## config.mk

```make
export PLATFORM = sky130hd
export DESIGN_NAME = button_conditioner
export DESIGN_NICKNAME = d
export VERILOG_FILES = /design/src/rtl/button_conditioner.sv
export SDC_FILE = /design/constraint.sdc
export NUM_CORES = 1
export LEC_CHECK = 0
export CORE_MARGIN = 3
export CORE_UTILIZATION = 47
export CTS_CLUSTER_DIAMETER = 40
export DETAILED_ROUTE_END_ITERATION = 10
export GPL_TIMING_DRIVEN = 1
export PLACE_DENSITY_LB_ADDON = 0.1
export SLEW_MARGIN = 10
export SYNTH_ARGS = -nofsm -noshare
export SYNTH_HDL_FRONTEND = slang
export SYNTH_SLANG_ARGS = --single-unit
export TNS_END_PERCENT = 10
```

## constraint.sdc

```tcl
create_clock -name clk -period 2.04 [get_ports clk]
set_clock_uncertainty 0.05 [all_clocks]
set_input_delay 0.408 -clock clk [delete_from_list [all_inputs] [get_ports clk]]
set_output_delay 0.408 -clock clk [all_outputs]
set_load 0.03 [all_outputs]
```

## src/rtl/button_conditioner.sv

```systemverilog
// Three-button front end: 2-flop sync, counter debounce, rising-edge pulse, then arbitration.
// Define AUTO_REPEAT_EN to add hold-to-repeat on the left/right direction buttons.

module button_conditioner_lane #(
  parameter int DB_CYCLES = 4,
  parameter int CNT_W     = 3
) (
  input  logic clk,
  input  logic rst_n,
  input  logic btn,
  output logic db,
  output logic rise
);
  logic             sync1, sync2, db_prev;
  logic [CNT_W-1:0] cnt;

  always_ff @(posedge clk or negedge rst_n) begin
    if (!rst_n) begin
      sync1   <= 1'b0;
      sync2   <= 1'b0;
      db      <= 1'b0;
      db_prev <= 1'b0;
      cnt     <= '0;
    end else begin
      sync1   <= btn;
      sync2   <= sync1;
      db_prev <= db;
      // Any sample matching the accepted level restarts the stability count.
      if (sync2 == db) cnt <= '0;
      else if (cnt == CNT_W'(DB_CYCLES - 1)) begin
        db  <= sync2;
        cnt <= '0;
      end else cnt <= cnt + 1'b1;
    end
  end

  assign rise = db & ~db_prev;
endmodule

`ifdef AUTO_REPEAT_EN
module button_conditioner_rep #(
  parameter int REPEAT_DELAY  = 10,
  parameter int REPEAT_PERIOD = 5,
  parameter int CNT_W         = 4
) (
  input  logic clk,
  input  logic rst_n,
  input  logic db,
  input  logic rise,
  input  logic clr,
  output logic rep
);
  typedef enum logic [1:0] {IDLE = 2'd0, DELAY = 2'd1, REPEAT = 2'd2} state_t;
  state_t           state, state_nxt;
  logic [CNT_W-1:0] cnt;
  logic             expire;

  assign expire = ((state == DELAY)  && (cnt == CNT_W'(REPEAT_DELAY - 1))) ||
                  ((state == REPEAT) && (cnt == CNT_W'(REPEAT_PERIOD - 1)));

  always_ff @(posedge clk or negedge rst_n) begin
    if (!rst_n) begin
      state <= IDLE;
      cnt   <= '0;
    end else begin
      state <= state_nxt;
      if (state_nxt == IDLE || state == IDLE || expire) cnt <= '0;
      else cnt <= cnt + 1'b1;
    end
  end

  always_comb begin
    state_nxt = state;
    if (!db || clr) state_nxt = IDLE;
    else begin
      case (state)
        IDLE:    if (rise) state_nxt = DELAY;
        DELAY:   if (expire) state_nxt = REPEAT;
        REPEAT:  state_nxt = REPEAT;
        default: state_nxt = IDLE;
      endcase
    end
  end

  always_comb begin
    rep = expire & db & ~clr;
  end
endmodule
`endif

module button_conditioner #(
  parameter int DB_CYCLES     = 500000,
  parameter int REPEAT_DELAY  = 25000000,
  parameter int REPEAT_PERIOD = 10000000
) (
  input  logic       clk,
  input  logic       rst_n,
  input  logic       btn_left,
  input  logic       btn_right,
  input  logic       btn_reset,
  output logic       go_left,
  output logic       go_right,
  output logic       srst,
  output logic [2:0] held
);
  localparam int MAX_DR  = (DB_CYCLES > REPEAT_DELAY) ? DB_CYCLES : REPEAT_DELAY;
  localparam int MAX_P   = (MAX_DR > REPEAT_PERIOD) ? MAX_DR : REPEAT_PERIOD;
  localparam int CNT_W   = $clog2(MAX_P) + 1;
  localparam int NUM_BTN = 3;

  logic [NUM_BTN-1:0] btn_v, db_v, rise_v;
  logic [1:0]         rep;
  logic               pl, pr, ps;

  assign btn_v = {btn_reset, btn_right, btn_left};

  for (genvar i = 0; i < NUM_BTN; i++) begin : g_lane
    button_conditioner_lane #(.DB_CYCLES(DB_CYCLES), .CNT_W(CNT_W)) u_lane (
      .clk  (clk),
      .rst_n(rst_n),
      .btn  (btn_v[i]),
      .db   (db_v[i]),
      .rise (rise_v[i])
    );
  end

  assign held = db_v;
  assign ps   = rise_v[2];

`ifdef AUTO_REPEAT_EN
  logic clr;
  // Holding both directions or a sequence reset kills any pending repeat.
  assign clr = ps | (db_v[0] & db_v[1]);
  for (genvar d = 0; d < 2; d++) begin : g_rep
    button_conditioner_rep #(
      .REPEAT_DELAY (REPEAT_DELAY),
      .REPEAT_PERIOD(REPEAT_PERIOD),
      .CNT_W        (CNT_W)
    ) u_rep (
      .clk  (clk),
      .rst_n(rst_n),
      .db   (db_v[d]),
      .rise (rise_v[d]),
      .clr  (clr),
      .rep  (rep[d])
    );
  end
`else
  assign rep = 2'b00;
`endif

  assign pl = rise_v[0] | rep[0];
  assign pr = rise_v[1] | rep[1];

  // srst wins over directions; simultaneous left+right cancel each other.
  always_ff @(posedge clk or negedge rst_n) begin
    if (!rst_n) begin
      go_left  <= 1'b0;
      go_right <= 1'b0;
      srst     <= 1'b0;
    end else begin
      go_left  <= pl & ~pr & ~ps;
      go_right <= pr & ~pl & ~ps;
      srst     <= ps;
    end
  end
endmodule

```

# Word level (Yosys, flattened, before mapping)
# Index checks and enable logic that the tools add are counted.
# word_totals
register_bits	93
output_inout_bits	6
elab_cells	52
in_bits	5
# classes
n_eq_ne	6
muxes	6
bitwise_logic	16
reduce_logical	3
n_addsub	3
# ops
operator	count
$mux W26	6
$add A26 B1 Y26 const B	3
$eq A26 B19 Y1 const B	3
$not A1 Y1	9
$and A1 B1 Y1	7
$reduce_and A2 Y1	3
$eq A1 B1 Y1	3

# Longest topological paths before layout
# Gate-level depths: netlist of run 1.
# logic_depth
ltp_word	5
depth_mapped	7
depth_no_buf	5

# Modules after synthesis
# A second synthesis of run 1 with hierarchy kept.
# hier_totals
hier_cells	471
area_unflattened_um2	4717.0
# modules_own_cells
module	cells_per_inst	n_inst	seq_area_each_um2	area_per_inst_um2
button_conditioner_lane at g_lane[1].u_lane ...	154	2	750.7	1551.5
button_conditioner_lane at g_lane[0].u_lane	158	1	750.7	1524.0
button_conditioner	5	1	75.1	90.1

# Least setup slack after synthesis of run 1
# Ideal clock, no wire load.
# synth_path
path_kind	flip-flop to flip-flop
start	register g_lane[1].u_lane.cnt[0]
end	register g_lane[1].u_lane.cnt[20]
arrival_ps	1951
path_buffers	1
synth_period_minus_slack_ps	2074
t_required_ps	1917
slack_ps	-34
path_stages_with_launch	7
setup_time_ps	73
cell_sequence	dfrtp_1 -> ha_1 -> nand4_2 -> or4_1 -> buf_2 -> or3_1 -> a21oi_2
# synth_between
elab_chain_cells	3
elab_cells_between_ends	4
cone_classes	add/sub: 1; eq/ne: 1; mux: 2
# synth_lines
element	line	text
start: declaration	15	logic [CNT_W-1:0] cnt;
start signal: assignment	33	end else cnt <= cnt + 1'b1;
$add A26 B1 Y26 / $eq A26 B19 Y1 (equally long branches)	33, 30	
$mux W26 *	30	else if (cnt == CNT_W'(DB_CYCLES - 1)) begin
$mux W26 *	29	if (sync2 == db) cnt <= '0;
# Mark *: on every way between the ends. The rest lies on a longest branch, timed or not.
# A chain may end at the register's enable or synchronous reset.

# Final worst setup path of run 1
# layout_path
start	register g_lane[0].u_lane.cnt[1]
end	register g_lane[0].u_lane.cnt[24]
# layout_between
elab_chain_cells	3
elab_cells_between_ends	4
cone_classes	add/sub: 1; eq/ne: 1; mux: 2
# layout_lines
element	line
start: declaration	15
start signal: assignment	33
$add A26 B1 Y26 / $eq A26 B19 Y1 (equally long branches)	33, 30
$mux W26 *	30
$mux W26 *	29
# Marked as above.

==> results.toml, run 1 <==
[sta]
fin_ws_ns = 0.0728
rsz0062_at_grt = "true"
finalSetupViolCount = 0
worstMarginPinSlew_ns = 0.466
hold_violations = 0
slew_violations = 0
clock.fmax_mhz = 508
finalCritPeriodShare_pct = 96.4
period_needed_ns = 1.97
maxSlewHeadroom_pct = 68.5

[placement]
finalWeightedCongestion = 0.826
io_buffers = 10
dpl.hpwl_um = 6750
placedCellCount = 620
place_ws_ns = 0.0394

[route]
via_per_inst = 5.68
route.final.wire_length_um = 9460
vias = 3614
m1WireLength_um = 4610
drt_iter0_drc = 130
drc = 0
drt_pass1_iterations = 4
dr_wl_met2_um = 4380
highest_layer = "met4"
wl_per_cell_um = 14.9
dr_wl_met3_um = 291
postRouteAntennaNets = 0

[die]
io_pins = 11
die_y_um = 104
rows = 35
start_util_pct = 48.7
core_um2 = 9330
die_w_um = 104
die-area_um2 = 10900

[pwr]
power.total_mw = 3.35
powerDensity_nw_per_um2 = 637
p_leak_nw = 2.07
vdd_drop_max_uv = 295

[setup_path]
critPathKind = "reg2reg"
r2r_end = "g_lane[0].u_lane.cnt[24]"
worstRegToRegCells = 5
reg2reg_setup_slack_ns = 0.07
r2r_start = "g_lane[0].u_lane.cnt[1]"
endpoint_kind = "flop"
cp.arrival_ns = 2.20
cp_max_fo = 5
startpoint_type = "flop"
critPathRequiredTime_ns = 2.27

[clock_tree]
insertion_delay_ns = 0.35
clk_pin_slew_ns = 0.09
cts_buffer_depth = 2
cts-buffers-inserted = 9
post_cts.repair.setup_buffers = 0
clockRootBuffer = "clkbuf_8"
cts_tree = "yes"
cts_max_level = 3
numClockSinks = 93

[run_status]
status = "finished clean"

[synthesis]
yosys.area.top_type = "dfrtp_1"
synth_most_common_cell = "dfrtp_1"
ys.flop_type = "dfrtp_1"
synth_area_per_cell_um2 = 9.78
syn_inst = 464
seq_area_frac_synth_pct = 51.3
synth_area_leaders = "dfrtp_1, xnor2_1, nor2_1"
synth.top_cell.area_share_pct = 51.3
synthArstFlopShare_pct = 100
yosysWarnings = 0
synth_edf_count = 0
synth_commonest_cells = "dfrtp_1, nor2_1, a21oi_1, xnor2_1"
synth_cell_types = 42
syn_nets = 472
synth_area_um2 = 4540
ys_seq_elements = 93

[grt]
grt_usage_pct = 18.5
grt_pass1_wl_um = 16600
grt_overflow = 0
grt_max_degree = 40
grt_pass1_vias = 3452
antenna_found_initial = 0

[cells_and_area]
nFillCells = 795
stdcell_count = 636
syn_to_final_growth_pct = 15.9
drive_gt1_share_pct = 14.0
final_nets = 511
antenna_cells = 0

[min_path]
hold_start = "g_lane[1].u_lane.sync1"
whs_endpoint = "g_lane[1].u_lane.sync2"
whs_path_depth = 0
hp-class = "reg2reg"

[run]
maxCapViolations = 0
-- layout by cell type, fill, tap and decap left out, drive strengths merged, types with 4 or more instances in the layout --
cell / netlist / final
nor4b: 4 / 4
nor2: 57 / 57
nor4: 12 / 12
buf: 7 / 34
xor2: 13 / 13
and4: 10 / 10
nand2: 18 / 18
clkbuf: 9 / 9
a21oi: 32 / 32
nand4: 27 / 27
or4: 11 / 11
clkdlybuf4s50: 0 / 7
or3: 25 / 25
and3: 4 / 4
nor3: 13 / 13
xnor2: 29 / 29
dfrtp: 93 / 93
nand3: 27 / 27
o31ai: 9 / 9
o21ai: 24 / 24
inv: 17 / 17
-- how the worst max path moves through the flow --
stage                                 start                  endpoint  cells past startpoint
finish              g_lane[0].u_lane.cnt[1]  g_lane[0].u_lane.cnt[24]                      5
global placement    g_lane[1].u_lane.cnt[1]  g_lane[1].u_lane.cnt[20]                      5
global route        g_lane[0].u_lane.cnt[1]  g_lane[0].u_lane.cnt[24]                      5
CTS                     g_lane[0].u_lane.db                   held[0]                      1
floorplan           g_lane[1].u_lane.cnt[0]  g_lane[1].u_lane.cnt[20]                      6
detailed placement  g_lane[0].u_lane.cnt[8]  g_lane[0].u_lane.cnt[17]                      4
-- registers in the layout, summed over array words and instances, names as in the netlist --
name / count
g_lane.u_lane.cnt: 78
g_lane.u_lane.db: 3
g_lane.u_lane.db_prev: 3
g_lane.u_lane.sync1: 3
g_lane.u_lane.sync2: 3
go_left: 1
go_right: 1
srst: 1
-- worst max-delay path, stage by stage (launching register included) --
cell and delay (ns):
dfrtp_1 0.40, ha_1 0.24, nand4_1 0.13, or3_1 0.49
or4_1 0.43, a21oi_1 0.15
-- stage by stage --
step	setup TNS, ns	hold slack [ns]	instance area [um2]	utilization (%)
2_1_floorplan	0	0.0624	4550	-
3_5_place_dp	0	0.285	5010	53.7
6_report	0	0.303	5260	56.4
5_1_grt	-0.0804	0.310	5260	56.4
3_3_place_gp	0	0.282	5010	53.7
4_1_cts	0	0.306	5240	56.1
-- routing by layer --
metal	GRT usage, %	up-vias
met3	2.92	17
met5	0	-
met2	28.5	65
met4	6.74	0
li1	-	1762
met1	26.6	1770
-- logic make-up after synthesis --
kind of cell	share of synthesized area, %
adder cells (fa/ha/maj)	0.827
XOR/XNOR	8.10
AND/OR/NAND/NOR	26.7
multiplexers	0.744
buffers and inverters	3.22
flip-flops	51.3
AO/OA/AOI/OAI	9.12
-- layout make-up --
cell class              count  area (um2)  share of cell area, %
inverters                  17        63.8                   1.21
repair buffers             44         385                   7.32
clock inverters             6        88.8                   1.69
clock buffers               9         124                   2.35
well taps                 129         161                   3.07
flip-flops and latches     93        2330                   44.3
multi-input cells         338        2110                   40.1
-- where the power goes --
part           total [mW]  leakage, nW  internal [mW]  switching [mW]
Combinational       0.134        0.698         0.0478          0.0859
Sequential           1.88         1.27           1.86          0.0172
Clock                1.34        0.101          0.684           0.654
-- repair_timing --
| item | in CTS | in global routing |
|---|---|---|
| hold buffers | 1 | 0 |
| setup endpoints to repair | 0 | 15 |
| resized for setup | 0 | 10 |
| endpoints found under the hold margin | 26 | 0 |
No activity file was read; power rests on OpenSTA's default activity.
==> inputs of run 2 (changes only) <==
--- a/config.mk
+++ b/config.mk
@@ -14,5 +14,6 @@
 export SLEW_MARGIN = 10
 export SYNTH_ARGS = -nofsm -noshare
 export SYNTH_HDL_FRONTEND = slang
+export SYNTH_HIERARCHICAL = 1
 export SYNTH_SLANG_ARGS = --single-unit
 export TNS_END_PERCENT = 10
==> constraint.sdc (replaced) <==
create_clock -name clk -period 2.04 [get_ports clk]
set_clock_uncertainty 0.05 [all_clocks]
set_input_delay 0.408 -clock clk [delete_from_list [all_inputs] [get_ports clk]]
set_output_delay 0.408 -clock clk [all_outputs]
set_load 0.005 [all_outputs]
==> run 2 against run 1 <==
Maximum frequency grew 3.3%; routed wire length up 4.7%; global-route usage increased by 0.44 points; synthesized cell count increased by 1.5%; sequential power hardly changed; total power rose by 3.3%; via count rose by 2.2%; largest cell class unchanged; highest routed layer unchanged.
==> results.toml, run 2 <==
[setup_path]
cp-startpoint = "g_lane[2].u_lane/cnt[0]"
startpoint_type = "flop"
cp_max_fo = 9
critPathKind = "reg2reg"
endpoint_kind = "flop"
r2r_start = "g_lane[2].u_lane/cnt[0]"
reg2reg_setup_slack_ns = 0.14
r2r_end = "g_lane[2].u_lane/cnt[11]"
worstRegToRegCells = 6
critPathRequiredTime_ns = 2.24
cp.arrival_ns = 2.10

[route]
vias = 3693
wl_per_cell_um = 15.5
drt_pass1_iterations = 4
drt_iter0_drc = 154
drc = 0
via_per_inst = 5.79
route.final.wire_length_um = 9900
postRouteAntennaNets = 0

[sta]
period_needed_ns = 1.90
rsz0062_at_grt = "false"
fin_tns_setup_ns = 0
maxSlewHeadroom_pct = 66.1
hold_violations = 0
clock.fmax_mhz = 525
worstMarginPinSlew_ns = 0.504
finalSetupViolCount = 0
slew_violations = 0
finalCritPeriodShare_pct = 93.3

[grt]
grt_pass1_vias = 3599
grt_overflow = 0
grt_pass1_wl_um = 17400
antenna_found_initial = 0
grt_max_degree = 62
grt_usage_pct = 19.0

[pwr]
p_leak_nw = 2.24
powerDensity_nw_per_um2 = 644
power.total_mw = 3.46
vdd_drop_max_uv = 368

[placement]
dpl.hpwl_um = 7040
io_buffers = 10
finalWeightedCongestion = 0.875
placedCellCount = 622

[die]
core_um2 = 9500
die-area_um2 = 11300
rows = 35
start_util_pct = 49.6
die_y_um = 106
die_w_um = 106
io_pins = 11

[cells_and_area]
syn_to_final_growth_pct = 13.9
antenna_cells = 0
largest_reg_flops = 78
final_cell_mix = "dfrtp_1, nor2_1, nand3_1"
postLayoutCoreUtil_pct = 56.5
final_nets = 513
drive_gt1_share_pct = 15.7
final_common_cell = "dfrtp_1"
largest_register = "g_lane.u_lane/cnt"
stdcell_count = 638

[synthesis]
seq_area_frac_synth_pct = 49.3
yosysWarnings = 6
yosys.area_share.adder_pct = 0.796
synthMuxAreaShare_pct = 0.716
synth.top_cell.area_share_pct = 49.3
synth_top_family_by_area = "simple AND/OR/NAND/NOR gates"
synth_area_leaders = "dfrtp_1, xor2_1, nand3_1"
ys.flop_type = "dfrtp_1"
synth_most_common_cell = "dfrtp_1"
synthXorXnorAreaFrac_pct = 7.06
synth_area_um2 = 4720
syn_inst = 471
yosys.area.top_type = "dfrtp_1"
synth_cell_types = 43
synth_compound_area_share_pct = 9.58
synth_edf_count = 0
synthArstFlopShare_pct = 100
synth_area_per_cell_um2 = 10.0
syn_nets = 479
synth_commonest_cells = "dfrtp_1, nor2_1, nand3_1"
synthSimpleGateAreaFrac_pct = 29.8
ys_seq_elements = 93

[run_status]
status = "finished clean"

[min_path]
hold_start = "g_lane[2].u_lane/sync1"
whs_path_depth = 0
hp-class = "reg2reg"
whs_endpoint = "g_lane[2].u_lane/sync2"

[clock_tree]
numClockSinks = 93
insertion_delay_ns = 0.35
clockRootBuffer = "clkbuf_8"
cts_tree = "yes"
cts_buffer_depth = 2
cts-buffers-inserted = 9
clk_pin_slew_ns = 0.10
cts_max_level = 3
post_cts.repair.setup_buffers = 0

[run]
maxCapViolations = 0
[run 2: cell types whose count changed in the layout (fill, tap and decap cells not counted), sizes merged, moves of 7 or more]
cell,delta
xnor2,-18
nand2,+10
xor2,+14
or3,-13
inv,-8
and4,+8
and3,+8
and2,+13
nand3,+7
nor3,-10
nor2,-14
[run 2: cell families (layout without fill, tap and decap cells)]
logic type               count (synthesis)  in the layout
AO/OA/AOI/OAI                           75             75
buffers and inverters                   25             63
flip-flops                              93             93
adder cells (fa/ha/maj)                  3              3
multiplexers                             3              3
XOR/XNOR                                38             38
AND/OR/NAND/NOR                        234            234
[run 2: layout make-up]
| class | count | area [um2] |
|---|---|---|
| Clock buffer | 9 | 124 |
| Clock inverter | 6 | 111 |
| Fill cell | 827 | 4130 |
| Inverter | 8 | 30.0 |
| Multi-Input combinational cell | 353 | 2270 |
| Sequential cell | 93 | 2330 |
| Tap cell | 129 | 161 |
| Timing Repair Buffer | 40 | 350 |
[run 2: repair_timing]
| item | in CTS | in global routing |
|---|---|---|
| setup endpoints to repair | 0 | 2 |
| hold buffers | 1 | 0 |
| endpoints found under the hold margin | 21 | 0 |
| gates resized for setup | 0 | 2 |
[run 2: where the power goes]
group,internal [mW],switching [mW],total [mW]
clock,0.810,0.647,1.46
combinational,0.0437,0.0785,0.122
sequential,1.86,0.0193,1.88
total,2.72,0.744,3.46
[run 2: layer usage]
metal	wire, um	share of wire (%)	global-route usage, %
met5	0	0	0
met4	144	1.5	7.03
met3	202	2.0	2.43
met2	4710	48	29.3
met1	4840	49	27.4
[run 2: per-stage QoR]
step | worst slack (ns) | hold slack [ns] | instance area (um2)
floorplan | 0.0910 | 0.0624 | 4720
global placement | 0.113 | 0.271 | 5120
detailed placement | 0.0828 | 0.273 | 5120
CTS | 0.0823 | 0.318 | 5370
global route | 0.00190 | 0.324 | 5370
finish | 0.136 | 0.315 | 5370
[run 2: worst max path at each step]
stage                     slack (ns)                  endpoint
after global placement          0.11  g_lane[0].u_lane/cnt[25]
final                           0.14  g_lane[2].u_lane/cnt[11]
after global routing           0.002  g_lane[2].u_lane/cnt[11]
after floorplan                 0.09  g_lane[0].u_lane/cnt[25]
after CTS                       0.08  g_lane[0].u_lane/cnt[25]
after detailed placement        0.08  g_lane[0].u_lane/cnt[25]
[run 2: critical path: stages, from the launching register on]
cell	delay (ns)
dfrtp_1	0.41
ha_1	0.22
and4_1	0.39
nand3_1	0.19
o21ai_2	0.26
buf_4	0.23
nor2_1	0.07
